## src/rtl/mxv_scheduler_if.sv

```systemverilog
// mxv_scheduler_if: job control, operand memory, processor and result-port signals of the scheduler.
interface mxv_scheduler_if #(
  parameter int N  = 4,
  parameter int DW = 16
);
  localparam int SW = $clog2(N + 1);
  localparam int AW = $clog2(N * N);
  localparam int CW = $clog2(N);
  logic          start;
  logic [SW-1:0] size;
  logic          err;
  logic          busy;
  logic          done;
  logic [AW-1:0] mat_addr;
  logic [DW-1:0] mat_data;
  logic [CW-1:0] vec_addr;
  logic [DW-1:0] vec_data;
  logic          proc_enable;
  logic          proc_retro;
  logic [DW-1:0] proc_A;
  logic [DW-1:0] proc_B;
  logic [DW-1:0] proc_prev;
  logic [DW-1:0] proc_out;
  logic          proc_done;
  logic          res_valid;
  logic          res_ready;
  logic [DW-1:0] res_data;
  logic [CW-1:0] res_row;
  modport master (
    input  start, size, mat_data, vec_data, proc_out, proc_done, res_ready,
    output err, busy, done, mat_addr, vec_addr, proc_enable, proc_retro,
           proc_A, proc_B, proc_prev, res_valid, res_data, res_row
  );
  modport slave (
    output start, size, mat_data, vec_data, proc_out, proc_done, res_ready,
    input  err, busy, done, mat_addr, vec_addr, proc_enable, proc_retro,
           proc_A, proc_B, proc_prev, res_valid, res_data, res_row
  );
endinterface

```

## src/rtl/mxv_scheduler.sv

```systemverilog
// mxv_scheduler: sequences row-by-row MAC operations of a processor to compute y = M*v.
module mxv_scheduler #(
  parameter int N  = 4,
  parameter int DW = 16
) (
  input logic           clk,
  input logic           rst,
  mxv_scheduler_if.master bus
);
  localparam int SW = $clog2(N + 1);
  localparam int AW = $clog2(N * N);
  localparam int CW = $clog2(N);
  localparam logic [2:0] IDLE  = 3'd0;
  localparam logic [2:0] RUN   = 3'd1;
  localparam logic [2:0] FLUSH = 3'd2;
  localparam logic [2:0] CAPT  = 3'd3;
  localparam logic [2:0] WAIT  = 3'd4;
  logic [2:0]    state_q, state_d;
  logic [SW-1:0] n_q, n_d;
  logic [CW-1:0] row_q, row_d, col_q, col_d, res_row_q, res_row_d;
  logic [DW-1:0] res_data_q, res_data_d;
  logic          res_valid_q, res_valid_d, done_q, done_d, err_q, err_d;
  logic          en_q, retro_q;
  logic          size_ok, last_col, last_row, run;
  assign size_ok  = bus.size != '0 && bus.size <= SW'(N);
  assign last_col = SW'(col_q) == n_q - 1'b1;
  assign last_row = SW'(row_q) == n_q - 1'b1;
  assign run      = state_q == RUN;
  always_comb begin
    state_d     = state_q;
    n_d         = n_q;
    row_d       = row_q;
    col_d       = col_q;
    res_valid_d = res_valid_q;
    res_data_d  = res_data_q;
    res_row_d   = res_row_q;
    done_d      = 1'b0;
    err_d       = 1'b0;
    case (state_q)
      IDLE: if (bus.start) begin
        if (size_ok) begin
          n_d     = bus.size;
          row_d   = '0;
          col_d   = '0;
          state_d = RUN;
        end else err_d = 1'b1;
      end
      RUN: begin
        col_d   = col_q + 1'b1;
        state_d = last_col ? FLUSH : RUN;
      end
      FLUSH: state_d = CAPT;
      CAPT: if (bus.proc_done) begin
        res_data_d  = bus.proc_out;
        res_row_d   = row_q;
        res_valid_d = 1'b1;
        state_d     = WAIT;
      end
      WAIT: if (bus.res_ready) begin
        res_valid_d = 1'b0;
        done_d      = last_row;
        state_d     = last_row ? IDLE : RUN;
        row_d       = last_row ? row_q : row_q + 1'b1;
        col_d       = '0;
      end
      default: state_d = IDLE;
    endcase
  end
  // Operand stage trails address issue by the one-cycle memory read latency.
  always_ff @(posedge clk) begin
    if (rst) begin
      state_q     <= IDLE;
      n_q         <= '0;
      row_q       <= '0;
      col_q       <= '0;
      res_valid_q <= 1'b0;
      res_data_q  <= '0;
      res_row_q   <= '0;
      done_q      <= 1'b0;
      err_q       <= 1'b0;
      en_q        <= 1'b0;
      retro_q     <= 1'b0;
    end else begin
      state_q     <= state_d;
      n_q         <= n_d;
      row_q       <= row_d;
      col_q       <= col_d;
      res_valid_q <= res_valid_d;
      res_data_q  <= res_data_d;
      res_row_q   <= res_row_d;
      done_q      <= done_d;
      err_q       <= err_d;
      en_q        <= run;
      retro_q     <= run && col_q != '0;
    end
  end
  assign bus.err         = err_q;
  assign bus.busy        = state_q != IDLE;
  assign bus.done        = done_q;
  assign bus.mat_addr    = run ? AW'(32'(row_q) * N + 32'(col_q)) : '0;
  assign bus.vec_addr    = run ? col_q : '0;
  assign bus.proc_enable = en_q;
  assign bus.proc_retro  = retro_q;
  assign bus.proc_A      = en_q ? bus.mat_data : '0;
  assign bus.proc_B      = en_q ? bus.vec_data : '0;
  assign bus.proc_prev   = bus.proc_out;
  assign bus.res_valid   = res_valid_q;
  assign bus.res_data    = res_data_q;
  assign bus.res_row     = res_row_q;
endmodule

```

## src/flat_wrapper.sv

```systemverilog
// flat-port wrapper written by rule: the top's interface ports become plain ports
module mxv_scheduler_flat 
#(
  parameter int N  = 4,
  parameter int DW = 16
)
  (clk, rst, bus_start, bus_size, bus_mat_data, bus_vec_data, bus_proc_out, bus_proc_done, bus_res_ready, bus_err, bus_busy, bus_done, bus_mat_addr, bus_vec_addr, bus_proc_enable, bus_proc_retro, bus_proc_A, bus_proc_B, bus_proc_prev, bus_res_valid, bus_res_data, bus_res_row);
  mxv_scheduler_if #(.N(N), .DW(DW)) bus_i ();
  input logic clk;
  input logic rst;
  input wire logic [$bits(bus_i.start)-1:0] bus_start;
  input wire logic [$bits(bus_i.size)-1:0] bus_size;
  input wire logic [$bits(bus_i.mat_data)-1:0] bus_mat_data;
  input wire logic [$bits(bus_i.vec_data)-1:0] bus_vec_data;
  input wire logic [$bits(bus_i.proc_out)-1:0] bus_proc_out;
  input wire logic [$bits(bus_i.proc_done)-1:0] bus_proc_done;
  input wire logic [$bits(bus_i.res_ready)-1:0] bus_res_ready;
  output wire logic [$bits(bus_i.err)-1:0] bus_err;
  output wire logic [$bits(bus_i.busy)-1:0] bus_busy;
  output wire logic [$bits(bus_i.done)-1:0] bus_done;
  output wire logic [$bits(bus_i.mat_addr)-1:0] bus_mat_addr;
  output wire logic [$bits(bus_i.vec_addr)-1:0] bus_vec_addr;
  output wire logic [$bits(bus_i.proc_enable)-1:0] bus_proc_enable;
  output wire logic [$bits(bus_i.proc_retro)-1:0] bus_proc_retro;
  output wire logic [$bits(bus_i.proc_A)-1:0] bus_proc_A;
  output wire logic [$bits(bus_i.proc_B)-1:0] bus_proc_B;
  output wire logic [$bits(bus_i.proc_prev)-1:0] bus_proc_prev;
  output wire logic [$bits(bus_i.res_valid)-1:0] bus_res_valid;
  output wire logic [$bits(bus_i.res_data)-1:0] bus_res_data;
  output wire logic [$bits(bus_i.res_row)-1:0] bus_res_row;
  assign bus_i.start = bus_start;
  assign bus_i.size = bus_size;
  assign bus_i.mat_data = bus_mat_data;
  assign bus_i.vec_data = bus_vec_data;
  assign bus_i.proc_out = bus_proc_out;
  assign bus_i.proc_done = bus_proc_done;
  assign bus_i.res_ready = bus_res_ready;
  assign bus_err = bus_i.err;
  assign bus_busy = bus_i.busy;
  assign bus_done = bus_i.done;
  assign bus_mat_addr = bus_i.mat_addr;
  assign bus_vec_addr = bus_i.vec_addr;
  assign bus_proc_enable = bus_i.proc_enable;
  assign bus_proc_retro = bus_i.proc_retro;
  assign bus_proc_A = bus_i.proc_A;
  assign bus_proc_B = bus_i.proc_B;
  assign bus_proc_prev = bus_i.proc_prev;
  assign bus_res_valid = bus_i.res_valid;
  assign bus_res_data = bus_i.res_data;
  assign bus_res_row = bus_i.res_row;
  mxv_scheduler #(.N(N), .DW(DW)) u_core (.clk(clk), .rst(rst), .bus(bus_i));
endmodule
```

## config.mk

```make
export PLATFORM = sky130hd
export DESIGN_NAME = mxv_scheduler_flat
export DESIGN_NICKNAME = d
export VERILOG_FILES = /design/src/rtl/mxv_scheduler_if.sv /design/src/rtl/mxv_scheduler.sv /design/src/flat_wrapper.sv
export SDC_FILE = /design/constraint.sdc
export NUM_CORES = 1
export LEC_CHECK = 0
export CAP_MARGIN = 10
export CORE_MARGIN = 2
export CORE_UTILIZATION = 34
export CTS_BUF_LIST = sky130_fd_sc_hd__clkbuf_4 sky130_fd_sc_hd__clkbuf_8 sky130_fd_sc_hd__clkbuf_16
export DETAILED_ROUTE_END_ITERATION = 12
export GPL_ROUTABILITY_DRIVEN = 0
export PLACE_DENSITY = 0.91
export SKIP_CTS_REPAIR_TIMING = 1
export SLEW_MARGIN = 20
export SYNTH_ARGS = -nofsm -noshare
export SYNTH_HDL_FRONTEND = slang
export SYNTH_SLANG_ARGS = --single-unit
export TNS_END_PERCENT = 50
```

## constraint.sdc

```tcl
create_clock -name clk -period 1.9 [get_ports clk]
set_input_delay 0.38 -clock clk [delete_from_list [all_inputs] [get_ports clk]]
set_output_delay 0.38 -clock clk [all_outputs]
set_load 0.02 [all_outputs]
```

# Word-level counts from Yosys, hierarchy flattened
# Cells that the tools add are included.
# W data, S select, Z words.
# op_classes
reduce_logical	17
n_mux	22
n_lt_le_gt_ge	1
n_addsub	4
bitwise	4
eq_ne	11
# op_table
op	n
$mux W16	2
$pmux W3 S5	1
$mux W2	7
$mux W3	4
$reduce_bool A3 Y1	3
$ne A2 B2 Y1 const B	4
$reduce_and A4 Y1	2
$eq A2 B3 Y1	2
$eq A3 B2 Y1 const B	2
$pmux W2 S3	1
$reduce_and A3 Y1	2
$reduce_bool A2 Y1	3
$reduce_or A3 Y1	2
$reduce_and A5 Y1	1
$add A2 B1 Y2 const B	2
$add A4 B2 Y4	1
$mux W1	4
$mux W4	1
$not A1 Y1	4
$pmux W2 S2	1
$eq A3 B1 Y1 const B	1
$eq A3 B3 Y1 const B	1
$le A3 B3 Y1 const B	1
$logic_not A3 Y1	1
other kinds (5)	6
# word_totals
in_bits	56
register_bits	33

# Longest topological paths before layout
# depth
ltp_word	5
depth_mapped	7

# Worst setup path after synthesis
# OpenSTA, ideal clock, no wires.
# synth_path
path_kind	flip-flop to output port
start	register u_core.state_q[0]
end	output port bus_vec_addr[1]
setup_slack_ns	0.115
arrival_ns	1.405
t_required_ns	1.520
stages_incl_launch_ff	6
cell_sequence	dfxtp_1 > buf_6 > nor2b_1 > nand2b_1 > nor2_1 > buf_4
# synth_via
elab_chain_len	2
# synth_rtl
item	line_no	source
start, declared	mxv_scheduler.sv:18	logic [2:0] state_q, state_d;
start signal, assigned	mxv_scheduler.sv:84	state_q <= state_d;
$eq A3 B1 Y1	mxv_scheduler.sv:28	assign run = state_q == RUN;
$mux W2	mxv_scheduler.sv:101	assign bus.vec_addr = run ? col_q : '0;
end, declared	flat_wrapper.sv:22	output wire logic [$bits(bus_i.vec_addr)-1:0] bus_vec_addr;
# Every way passes these cells.

# Worst setup path after layout
# layout_path
start	input port bus_proc_out[15]
end	output port bus_proc_prev[15]
# layout_rtl
item	line_no	source
start, declared	flat_wrapper.sv:15	input wire logic [$bits(bus_i.proc_out)-1:0] bus_proc_out;
end, declared	flat_wrapper.sv:27	output wire logic [$bits(bus_i.proc_prev)-1:0] bus_proc_prev;
# No word-level cell between the ends.

==> impl_metrics.json <==
{
  "p_total_mw": 1.68,
  "maxCapViolCount": 0,
  "syn_nets": 292,
  "timing.fmax_mhz": 538,
  "path_class": "input port to output pin",
  "dieArea_mm2": 0.00597,
  "cp_top_family": "buffers and inverters",
  "grt_util_met3": 0.0671,
  "synth_area_mm2": 0.00183,
  "post-place-ws_ns": -0.0708,
  "cts_tree": "yes",
  "status": "complete, no violations",
  "antenna_left": 0,
  "finalSetupViolCount": 0,
  "endpoint_kind": "output pin",
  "clk_root_buffer_cell": "clkbuf_8",
  "min_path_type": "flop to flop",
  "rsz0062_at_grt": "false",
  "grt_pass1_vias": 1964,
  "cts_buffers": 5,
  "path_buf_inv": 2,
  "worst_path_largest_cell_delay_ns": 0.61,
  "routed_wl_um": 6320,
  "yosysSeqAreaShare": 0.362,
  "syn_inst": 234,
  "grt_pass1_wl_um": 9450,
  "grt_overflow_total": 0,
  "start_util": 0.355,
  "synth_cell_types": 36,
  "dpl_cell_area_mm2": 0.00320,
  "dp_hpwl_um": 4690,
  "slew_headroom": 0.612,
  "via_per_inst": 4.73,
  "path_common_cell": "clkdlybuf4s50_1",
  "grtUsageMet1": 0.202,
  "required_ns": 1.52,
  "vias": 2042,
  "final_cell_area_mm2": 0.00337,
  "period_needed_ns": 1.86,
  "io_pins": 134,
  "drive_gt1_frac": 0.105,
  "die_w_um": 77.3,
  "grt_use_total": 0.198,
  "arrival_ns": 1.48,
  "crit_path_top_delay_cell": "clkdlybuf4s50_1",
  "nets": 419,
  "final_util": 0.657,
  "antenna_found_initial": 1,
  "syn2layout_area_growth_pct": 84.9,
  "startpoint_type": "input port",
  "gr-max-usage-layer": "met2",
  "syn_avg_cell_area_um2": 7.80,
  "vdd_drop_max_v": 0.000495,
  "die-height_um": 77.3,
  "clk_latency_ns": 0.28,
  "crit_cells": 2,
  "path_max_fanout": 2,
  "gr-usage-met2": 0.372,
  "hold_slack_ns": 0.453,
  "fill_cells": 415,
  "first_pass_iters": 4,
  "grt_max_degree": 34,
  "clk_pin_slew_ns": 0.06,
  "hold_depth": 2,
  "fin_worst_skew_ns": 0.00934,
  "portBuffers": 133,
  "synth_seq_cells": 33,
  "drt_iter0_drc": 81,
  "clock_path_buffers": 2,
  "routedWlPerCell_um": 14.6,
  "cts.sinks": 33,
  "ys_warn_count": 0,
  "htree_levels": 2,
  "r2r_cells": 6,
  "fin_crit_sh": 0.978,
  "p_per_area_mw_per_mm2": 498,
  "rows": 26,
  "route.detailed.drc": 0,
  "hold_viol": 0,
  "tightestPinTransition_ns": 0.578,
  "coreArea_mm2": 0.00514,
  "cp_cell_sequence": "clkdlybuf4s50_1 > clkdlybuf4s50_1",
  "slew_viol_final": 0,
  "leakagePower_nw": 1.82,
  "setup_slack_ns": 0.0419
}
## final cells by class
cell class	count	area (µm²)	share of cell area
timing repair buffer	152	1570	0.465
clock buffer	7	90.1	0.0267
sequential	33	661	0.196
inverter	5	18.8	0.00556
tap	70	87.6	0.0260
multi-input combinational	164	946	0.280
antenna	1	2.50	0.000742
## worst paths after layout
| check | slack [ns] | startpoint | endpoint |
|---|---|---|---|
| hold reg to reg | 0.45 | u_core.bus.res_data[13] | u_core.bus.res_data[13] |
| setup reg to reg | 0.19 | u_core.n_q[0] | u_core.row_q[0] |
| setup / recovery | 0.04 | bus_proc_out[15] | bus_proc_prev[15] |
| hold / removal | 0.45 | u_core.bus.res_data[13] | u_core.bus.res_data[13] |
## registers in the layout, indices dropped and copies added, names as in the netlist
| name | count |
|---|---|
| u_core.bus.err | 1 |
| u_core.row_q | 2 |
| u_core.bus.res_row | 2 |
| u_core.n_q | 3 |
| u_core.bus.proc_retro | 1 |
| u_core.state_q | 3 |
| u_core.bus.res_valid | 1 |
| u_core.bus.res_data | 16 |
| u_core.bus.proc_enable | 1 |
| u_core.bus.done | 1 |
| u_core.col_q | 2 |
## cells in the final DEF (no fill, tap or decap), types with 2 or more instances in the layout
master / netlist / layout
clkbuf_2: 0 / 4
ha_1: 2 / 2
nor2b_2: 0 / 2
nor3_1: 4 / 4
or4_1: 2 / 2
buf_4: 21 / 17
nand2b_1: 4 / 4
o21ai_1: 5 / 5
dlymetal6s2s_1: 0 / 36
o31ai_1: 2 / 2
buf_12: 0 / 2
clkbuf_8: 0 / 6
nand3_1: 3 / 3
and2_1: 34 / 34
dfxtp_1: 33 / 33
or3_1: 2 / 2
a21oi_1: 28 / 28
nor2_1: 9 / 8
inv_1: 5 / 5
nand2_1: 43 / 43
clkdlybuf4s50_1: 0 / 93
o21ai_0: 2 / 2
xnor2_1: 6 / 6
## cell usage after synthesis, drive strengths merged
master / instances / area, µm²
a21oi: 28 / 140
a31oi: 1 / 6.26
a32oi: 1 / 16.3
and2: 34 / 213
and3: 1 / 6.26
buf: 23 / 174
clkbuf: 9 / 33.8
dfxtp: 33 / 661
ha: 2 / 25.0
inv: 5 / 18.8
nand2: 43 / 161
nand2b: 4 / 25.0
nand3: 3 / 15.0
nor2: 9 / 33.8
nor2b: 3 / 18.8
nor3: 4 / 20.0
nor3b: 2 / 26.3
nor4: 1 / 6.26
nor4b: 1 / 23.8
o211ai: 1 / 7.51
o21ai: 7 / 35.0
o21bai: 1 / 7.51
o311a: 1 / 10.0
o31a: 1 / 8.76
o31ai: 2 / 15.0
o32ai: 1 / 8.76
or2: 1 / 6.26
or3: 2 / 12.5
or4: 2 / 15.0
or4b: 1 / 13.8
xnor2: 6 / 52.6
xor2: 1 / 8.76
## per-layer routing
metal / wire, µm / up-vias / share of wire
met4: 121 / 0 / 0.019
met1: 2340 / 925 / 0.37
met2: 3310 / 102 / 0.52
met5: 0 / - / 0
met3: 550 / 8 / 0.087
li1: - / 1007 / -
## stage by stage
| stage | TNS (ns) | std cells |
|---|---|---|
| finish | 0 | 432 |
| global route | 0 | 432 |
| CTS | -3.22 | 431 |
| detailed placement | -1.05 | 424 |
| global placement | -0.664 | 424 |
| floorplan | 0 | 234 |
## cell families after synthesis
family / count (synthesis) / synth area share
and+or+nand+nor: 111 / 0.327
AOI/OAI and AO/OA: 44 / 0.140
buffers and inverters: 37 / 0.124
DFF: 33 / 0.362
xor gates and xnor gates: 7 / 0.0336
adders and majority gates: 2 / 0.0137
## report_power, final
part	internal (mW)	switching, mW	total, mW
logic	0.246	0.182	0.428
registers	0.703	0.00684	0.709
clock network	0.301	0.242	0.544
Note: power is estimated with default switching activity, not from simulation.
